$ cat src/rtl/multdiv_seq_param.sv
// Iterative multiplier/divider for the HI/LO unit, generic operand width.
//
// A multiply takes WIDTH cycles (radix 2) or WIDTH/2 cycles (radix 4). A divide is a
// WIDTH-cycle restoring divide. One FIX cycle follows either of them to apply the result
// signs. The results are held in output registers. They change only when an operation
// completes.
//
// Ports
//   clk           rising-edge clock
//   resetb        asynchronous active-low reset
//   start         launch an operation (sampled only in IDLE)
//   multdivb      1 = multiply, 0 = divide
//   signedop      1 = two's-complement operands
//   abort         cancel the operation in flight
//   x, y          multiplicand/dividend, multiplier/divisor
//   prodh, prodl  mult: high/low product halves; div: remainder/quotient
//   run           operation in flight
//   done          one-cycle pulse when prodh/prodl are updated
//   dividebyzero  set by a divide by zero; stays set until the next accepted start
module multdiv_seq_param #(
  parameter int unsigned WIDTH      = 32,
  parameter bit          MUL_RADIX4 = 1'b0
) (
  input  logic             clk,
  input  logic             resetb,
  input  logic             start,
  input  logic             multdivb,
  input  logic             signedop,
  input  logic             abort,
  input  logic [WIDTH-1:0] x,
  input  logic [WIDTH-1:0] y,
  output logic [WIDTH-1:0] prodh,
  output logic [WIDTH-1:0] prodl,
  output logic             run,
  output logic             done,
  output logic             dividebyzero
);

  localparam int unsigned CntW    = $clog2(WIDTH) + 1;
  localparam int unsigned MulIter = MUL_RADIX4 ? WIDTH / 2 : WIDTH;

  typedef enum logic [1:0] {StIdle, StMul, StDiv, StFix} state_e;

  state_e               state_q, state_d;
  logic [CntW-1:0]      cnt_q, cnt_d;
  // Multiply: {partial product, multiplier}. Divide: {remainder, dividend/quotient}.
  logic [2*WIDTH-1:0]   acc_q, acc_d;
  // Multiplicand magnitude (multiply) or divisor magnitude (divide).
  logic [WIDTH-1:0]     opnd_q, opnd_d;
  logic                 mul_q, mul_d;
  logic                 neg_lo_q, neg_lo_d;   // negate product / quotient
  logic                 neg_hi_q, neg_hi_d;   // negate remainder
  logic                 dbz_pend_q, dbz_pend_d;
  logic [WIDTH-1:0]     prodh_q, prodh_d;
  logic [WIDTH-1:0]     prodl_q, prodl_d;
  logic                 run_q, run_d;
  logic                 done_q, done_d;
  logic                 dbz_q, dbz_d;

  logic [WIDTH-1:0]     x_abs, y_abs;
  logic [WIDTH:0]       mul2_sum;
  logic [WIDTH+1:0]     mul4_mult, mul4_sum;
  logic [WIDTH:0]       div_trial;
  logic [2*WIDTH-1:0]   prod_fix;
  logic [2*WIDTH-1:0]   mul_step, div_step;

  assign x_abs = (signedop && x[WIDTH-1]) ? -x : x;
  assign y_abs = (signedop && y[WIDTH-1]) ? -y : y;

  // Datapath steps, evaluated every cycle. Only the one for the current state is used.
  always_comb begin
    mul2_sum = {1'b0, acc_q[2*WIDTH-1:WIDTH]} + (acc_q[0] ? {1'b0, opnd_q} : '0);

    unique case (acc_q[1:0])
      2'd0:    mul4_mult = '0;
      2'd1:    mul4_mult = {2'b00, opnd_q};
      2'd2:    mul4_mult = {1'b0, opnd_q, 1'b0};
      default: mul4_mult = {2'b00, opnd_q} + {1'b0, opnd_q, 1'b0};
    endcase
    mul4_sum = {2'b00, acc_q[2*WIDTH-1:WIDTH]} + mul4_mult;

    if (MUL_RADIX4) mul_step = {mul4_sum, acc_q[WIDTH-1:2]};
    else            mul_step = {mul2_sum, acc_q[WIDTH-1:1]};

    // The remainder is always below the divisor, so the (W+1)-bit difference cannot
    // overflow. Its MSB is a clean borrow flag.
    div_trial = {acc_q[2*WIDTH-1:WIDTH], acc_q[WIDTH-1]} - {1'b0, opnd_q};
    if (!div_trial[WIDTH]) div_step = {div_trial[WIDTH-1:0], acc_q[WIDTH-2:0], 1'b1};
    else                   div_step = {acc_q[2*WIDTH-2:0], 1'b0};

    prod_fix = neg_lo_q ? -acc_q : acc_q;
  end

  always_comb begin
    state_d    = state_q;
    cnt_d      = cnt_q;
    acc_d      = acc_q;
    opnd_d     = opnd_q;
    mul_d      = mul_q;
    neg_lo_d   = neg_lo_q;
    neg_hi_d   = neg_hi_q;
    dbz_pend_d = dbz_pend_q;
    prodh_d    = prodh_q;
    prodl_d    = prodl_q;
    dbz_d      = dbz_q;
    done_d     = 1'b0;

    unique case (state_q)
      StIdle: begin
        if (start && !abort) begin
          mul_d      = multdivb;
          neg_lo_d   = signedop & (x[WIDTH-1] ^ y[WIDTH-1]);
          neg_hi_d   = signedop & x[WIDTH-1];
          dbz_d      = 1'b0;
          dbz_pend_d = 1'b0;
          if (multdivb) begin
            acc_d   = {{WIDTH{1'b0}}, y_abs};
            opnd_d  = x_abs;
            cnt_d   = CntW'(MulIter);
            state_d = StMul;
          end else if (y == '0) begin
            // The raw dividend is parked in the high half for prodh.
            acc_d      = {x, {WIDTH{1'b0}}};
            dbz_pend_d = 1'b1;
            state_d    = StFix;
          end else begin
            acc_d   = {{WIDTH{1'b0}}, x_abs};
            opnd_d  = y_abs;
            cnt_d   = CntW'(WIDTH);
            state_d = StDiv;
          end
        end
      end
      StMul, StDiv: begin
        if (abort) begin
          state_d = StIdle;
        end else begin
          acc_d = (state_q == StMul) ? mul_step : div_step;
          cnt_d = cnt_q - CntW'(1);
          if (cnt_q == CntW'(1)) state_d = StFix;
        end
      end
      default: begin // StFix
        state_d = StIdle;
        if (!abort) begin
          done_d = 1'b1;
          if (dbz_pend_q) begin
            prodh_d = acc_q[2*WIDTH-1:WIDTH];
            prodl_d = '1;
            dbz_d   = 1'b1;
          end else if (mul_q) begin
            prodh_d = prod_fix[2*WIDTH-1:WIDTH];
            prodl_d = prod_fix[WIDTH-1:0];
          end else begin
            prodh_d = neg_hi_q ? -acc_q[2*WIDTH-1:WIDTH] : acc_q[2*WIDTH-1:WIDTH];
            prodl_d = neg_lo_q ? -acc_q[WIDTH-1:0] : acc_q[WIDTH-1:0];
          end
        end
      end
    endcase

    run_d = (state_d != StIdle);
  end

  always_ff @(posedge clk or negedge resetb) begin
    if (!resetb) begin
      state_q    <= StIdle;
      cnt_q      <= '0;
      acc_q      <= '0;
      opnd_q     <= '0;
      mul_q      <= 1'b0;
      neg_lo_q   <= 1'b0;
      neg_hi_q   <= 1'b0;
      dbz_pend_q <= 1'b0;
      prodh_q    <= '0;
      prodl_q    <= '0;
      run_q      <= 1'b0;
      done_q     <= 1'b0;
      dbz_q      <= 1'b0;
    end else begin
      state_q    <= state_d;
      cnt_q      <= cnt_d;
      acc_q      <= acc_d;
      opnd_q     <= opnd_d;
      mul_q      <= mul_d;
      neg_lo_q   <= neg_lo_d;
      neg_hi_q   <= neg_hi_d;
      dbz_pend_q <= dbz_pend_d;
      prodh_q    <= prodh_d;
      prodl_q    <= prodl_d;
      run_q      <= run_d;
      done_q     <= done_d;
      dbz_q      <= dbz_d;
    end
  end

  assign prodh        = prodh_q;
  assign prodl        = prodl_q;
  assign run          = run_q;
  assign done         = done_q;
  assign dividebyzero = dbz_q;

endmodule
$ cat config.mk
export PLATFORM = sky130hd
export DESIGN_NAME = multdiv_seq_param
export DESIGN_NICKNAME = d
export VERILOG_FILES = /design/src/rtl/multdiv_seq_param.sv
export SDC_FILE = /design/constraint.sdc
export NUM_CORES = 1
export LEC_CHECK = 0
export ABC_AREA = 1
export CAP_MARGIN = 20
export CORE_UTILIZATION = 60
export DETAILED_ROUTE_END_ITERATION = 6
export DONT_BUFFER_PORTS = 1
export PLACE_DENSITY = 0.79
export SYNTH_ARGS = -nofsm -noshare
export SYNTH_HDL_FRONTEND = slang
export SYNTH_SLANG_ARGS = --single-unit
$ cat constraint.sdc
create_clock -name clk -period 2.7 [get_ports clk]
set_input_delay 0.54 -clock clk [delete_from_list [all_inputs] [get_ports clk]]
set_output_delay 0.54 -clock clk [all_outputs]
set_load 0.05 [all_outputs]
# Word-level counts from Yosys, hierarchy flattened
# Index checks and enable logic that the tools add are counted.
totals:
  reg_bits: 175
  latchBits: 0
  ram_bits: 0
  romBits: 0
  in_bits: 70
  mem_count: 0
op_classes:
  add_sub_neg: 8
  multipliers: 0
  div: 0
  magnitude_cmp: 0
  eq_ne: 8
  shift: 0
  n_mux: 38
  bitwise: 6
  n_reduce_logical: 17
ops:
  columns: ["op", "count"]
  rows:
  - ["64-bit two-way mux", 7]
  - ["32-bit two-way mux", 11]
  - ["32-bit negator", 4]
  - ["64-bit case mux with 2 select lines", 1]
  - ["64-bit negator", 1]
  - ["32-bit by 32-bit adder with 33-bit output", 1]
  - ["33-bit by 32-bit subtractor with 33-bit output", 1]
  - ["32-bit logical NOT", 1]
  - ["6-bit two-way mux", 4]
  - ["6-bit case mux with 2 select lines", 1]
  - ["1-bit two-way mux", 8]
  - ["2-bit two-way mux", 4]
  - ["4-bit AND reduction", 2]
  - ["6-bit by 1-bit equality test with 1-bit output (second input constant)", 1]
  - ["2-bit inequality test (second input constant)", 3]
  - ["3-bit AND reduction", 2]
  - ["2-bit nonzero test", 3]
  - ["6-bit by 1-bit subtractor with 6-bit output (second input constant)", 1]
  - ["2-bit case mux with 2 select lines", 1]
  - ["2-bit AND reduction", 2]
  - ["1-bit logical AND", 3]
  - ["3-bit inequality test (second input constant)", 1]
  - ["1-bit NOT", 3]
  - ["3-bit OR reduction", 1]
  - ["other kinds (9)", 10]

# Longest topological paths before layout
depth:
  word_depth: 6
  depth_mapped: 21

# Least setup slack after synthesis
# OpenSTA, ideal clock, no wires.
synth_path:
  path_kind: "register to register"
  start: "reg acc_q[0]"
  end: "reg acc_q[41]"
  arrival_ns: 2.429
  path_slack_ns: 0.154
  stages_incl_launch_ff: 20
  path_buffers: 2
  period_less_slack_ns: 2.546
  cell_sequence: "dfrtp_1 > buf_6 > clkbuf_1 > nand2_1 > inv_1 > ha_1 > fa_1 > nand2_1 > a21oi_1 > nand3_1 > nand2_1 > nand2_1 > nand2_1 > o21ai_0 > a21oi_1 > or2_2 > inv_1 > nand2_1 > nand2_1 > nand2_1"
synth_between:
  elab_chain_len: 5
synth_lines:
  columns: ["element", "line_no", "source"]
  rows:
  - ["from (decl)", "47", "logic [2*WIDTH-1:0] acc_q, acc_d;"]
  - ["from (signal assigned)", "169", "acc_q <= '0;"]
  - ["from (signal assigned)", "183", "acc_q <= acc_d;"]
  - ["32-bit two-way mux", "72", "mul2_sum = {1'b0, acc_q[2*WIDTH-1:WIDTH]} + (acc_q[0] ? {1'b0, opnd_q} : '0);"]
  - ["32-bit by 32-bit adder with 33-bit output", "72", null]
  - ["64-bit two-way mux", "138", "acc_d = (state_q == StMul) ? mul_step : div_step;"]
  - ["64-bit two-way mux", "135", "if (abort) begin"]
  - ["64-bit case mux with 2 select lines", "108", "unique case (state_q)"]
# No other way between the ends. The select of a mux whose other input is x is not followed.
# A chain may end at the register's enable or synchronous reset.

# Worst setup path in the final report
layout_path:
  start: "reg acc_q[0]"
  end: "reg acc_q[42]"
# Same word-level chain as after synthesis.

==> impl_metrics.ini <==
[sta]
rsz0062_at_grt = yes
relSlewSlack_pct = 49.3
min_period_ns = 2.67
slew_violations = 0
finalHoldWorstSlack_ns = -0.239
final.setup_skew_ns = 0.0153
tightest_slew_ns = 0.753
hold_violations = 175
fin_crit_sh_pct = 98.8
setup_tns_ns = 0
fmax_mhz = 375
finalSetupViolations = 0

[setup_path]
crit_arrival_ns = 3.03
slowest_stage = dfrtp_1
crit_chain = buf_12 > nand2_1 > inv_1 > ha_1 > a21oi_2 > o21a_1 > nand2_1 > nand2_1 > nand2_1 > o21ai_0 > a21oi_1 > or2_2 > inv_1 > nand2_1 > nand2_1 > nand2_1
critPathBufInv = 3
critPathCaptureType = flop
crit_fanout = 31
cp.depth = 16
startpoint = acc_q[0]$_DFFE_PN0P_
r2r_slack_ns = 0.03
critPathKind = reg -> reg
crit_end = acc_q[42]$_DFFE_PN0P_
cpMostUsedCell = nand2_1
slowest_delay_ns = 0.42
crit_family = simple AND/OR/NAND/NOR gates
r2r_start = acc_q[0]$_DFFE_PN0P_
critPathRequiredTime_ns = 3.06
startpoint_type = flop
r2r_cells = 16
r2r_end = acc_q[42]$_DFFE_PN0P_

[route]
vias = 21300
dr.pass1.iters = 7
ant_nets = 0
wirelength_microns = 72200
drc = 2
vias_per_cell = 6.25
routedWlPerCell_microns = 21.2
drtIter0Drc = 3351

[clock_network]
cts_made_buffers = 17
clockBufferDepth = 2
clockRootBuffer = clkbuf_16
clk_pin_slew_ns = 0.08
cts_tree = yes
cts_sinks = 175
clk_latency_ns = 0.47
htreeDepth = 4

[floorplanning]
std_cell_rows = 62
die-area_sq_um = 30300
fp.dieH_microns = 174
fp.dieW_microns = 174
core_sq_um = 28900
start_util_pct = 61.4
pin_count = 137

[power_and_ir_drop]
ir_worst_vdd_v = 0.000767
p_total_w = 0.0306
power.density_nw_per_um2 = 1520
p_leak_nw = 10.2

[outcome]
status = finished with violations
violations = design-rule violations, negative hold slack

[grt]
grt_pass1_wl_microns = 109000
antenna_found_initial = 0
grtUsageTotal_pct = 46.7
grt_pass1_vias = 19600
grt_max_degree = 176
gr-total-overflow = 0

[synthesis]
async_flop_share_pct = 100
seq_area_frac_synth_pct = 24.6
yosysTopAreaCell = dfrtp_1
synth_cell_types = 60
synth_cells = 2953
synth_edf_count = 0
synth_area_sq_um = 17800
synth_ff_type = dfrtp_1
synth_fp_nets = 3098
ys_ff_latch = 175
synth_area_per_cell_sq_um = 6.02
yosys-top-cells-area = dfrtp_1 25%, nand2_1 18%, inv_1 8.1%
synth_top_area_share_pct = 24.6
ys_warn_count = 0

[finish]
final_nets = 3161
syn_to_final_growth_pct = 13.3
drive_gt1_share_pct = 11.3
diodes = 0
fillers = 2529

[worst_hold_path]
hold_class = in -> async

[placement]
gp_congestion = 1.11
io_buffers = 0
dp_hpwl_microns = 56400

[run]
drv_cap = 0
[worst reg2reg max path, stage by stage (launching register included)]
cell and delay (ns):
dfrtp_1 0.42, buf_12 0.18, nand2_1 0.10, inv_1 0.06
ha_1 0.33, a21oi_2 0.21, o21a_1 0.13, nand2_1 0.12
nand2_1 0.10, nand2_1 0.13, o21ai_0 0.19, a21oi_1 0.05
or2_2 0.31, inv_1 0.07, nand2_1 0.05, nand2_1 0.06
nand2_1 0.05
[area by class of cell]
class | count | area (sq um) | area share [%]
Clock buffer | 18 | 439 | 2.18
Timing Repair Buffer | 151 | 1270 | 6.29
Sequential cell | 175 | 4390 | 21.8
Inverter | 401 | 1510 | 7.49
Multi-Input combinational cell | 2270 | 11900 | 59.0
Clock inverter | 14 | 168 | 0.833
Tap cell | 384 | 480 | 2.39
[cell usage in the layout, fill, tap and decap left out, drive strengths merged, types with 2 or more instances in the layout]
cell type,Yosys,final
dfrtp,175,175
xor2,69,69
o22ai,17,17
nand2,875,875
buf,36,151
a22o,2,2
fa,2,2
xnor2,30,30
or2,7,7
o211ai,29,29
nor2,342,342
o21bai,14,14
clkinv,4,10
a22oi,10,10
inv,397,403
o31ai,4,4
clkbuf,71,18
clkinvlp,0,2
nor3,38,38
nand3,210,210
a31oi,20,20
a21o,5,5
o22a,5,5
and2,2,2
nor3b,2,2
nand4,39,39
nand3b,14,14
nor4,7,7
o32ai,3,3
o21a,7,7
o21ai,211,211
a21boi,2,2
a21oi,226,226
ha,73,73
[stage by stage]
step | hold slack (ns) | util, % | setup slack (ns) | area, sq um | instances
floorplan | 0.244 | - | 0.154 | 17800 | 2953
global placement | 0.247 | 64.7 | -0.00168 | 18700 | 3344
detailed placement | 0.248 | 64.7 | -0.0431 | 18700 | 3344
CTS | -0.233 | 67.3 | 0.00157 | 19500 | 3386
global route | -0.240 | 69.6 | -0.0607 | 20100 | 3413
finish | -0.239 | 69.6 | 0.0314 | 20100 | 3413
[cells in the mapped netlist, types with 10 or more instances]
library cell / count
xnor2_1: 30
nand2_2: 10
nor3_1: 37
o22ai_1: 17
dfrtp_1: 175
buf_2: 17
a21oi_1: 223
inv_2: 14
o21ai_0: 199
nand2_1: 864
a31oi_1: 20
xor2_1: 69
nand3_1: 202
nand3b_1: 14
a22oi_1: 10
o211ai_1: 20
nor2_1: 331
o21bai_1: 14
ha_1: 73
nand4_1: 39
inv_1: 383
clkbuf_1: 71
[flip-flops by register name (all words and copies together) (netlist names), 2 cells and up]
signal	flops
cnt_q	6
prodh	32
opnd_q	32
prodl	32
acc_q	64
state_q	2
[per-layer routing]
metal,vias to the layer above,GRT usage [%],part of all wire [%]
li1,9673,-,-
met3,301,12.7,14
met2,1641,70.7,43
met1,9723,61.2,38
met4,0,23.1,5.9
met5,-,0,0
[what timing repair did]
item,in CTS,in global routing
endpoints found under the setup margin,12,44
endpoints found under the hold margin,175,175
gates resized for setup,12,103
gates cloned,1,0
pin swaps,1,19
setup buffers,9,27
[worst min-delay path by stage]
stage | startpoint | endpoint
6_report | resetb | prodh[27]$_DFFE_PN0P_
5_1_grt | resetb | prodh[23]$_DFFE_PN0P_
4_1_cts | resetb | acc_q[52]$_DFFE_PN0P_
3_5_place_dp | resetb | prodh[25]$_DFFE_PN0P_
3_3_place_gp | resetb | prodh[9]$_DFFE_PN0P_
2_1_floorplan | resetb | acc_q[0]$_DFFE_PN0P_
[where the power goes]
| group | internal [W] | switching, W | leakage [nW] |
|---|---|---|---|
| sequential | 0.00386 | 0.00306 | 2.12 |
| combinational | 0.00749 | 0.0136 | 7.78 |
| clock | 0.00127 | 0.00132 | 0.288 |
| total | 0.0126 | 0.0180 | 10.2 |
[kinds of logic after synthesis]
family          after synthesis  share of synthesized area (%)
compound gates              559                           17.7
xor+xnor                     99                           4.88
fa+ha+maj                    75                           5.37
buf+inv                     508                           11.2
flops                       175                           24.6
simple gates               1537                           36.1
(Power assumes the default switching activity.)
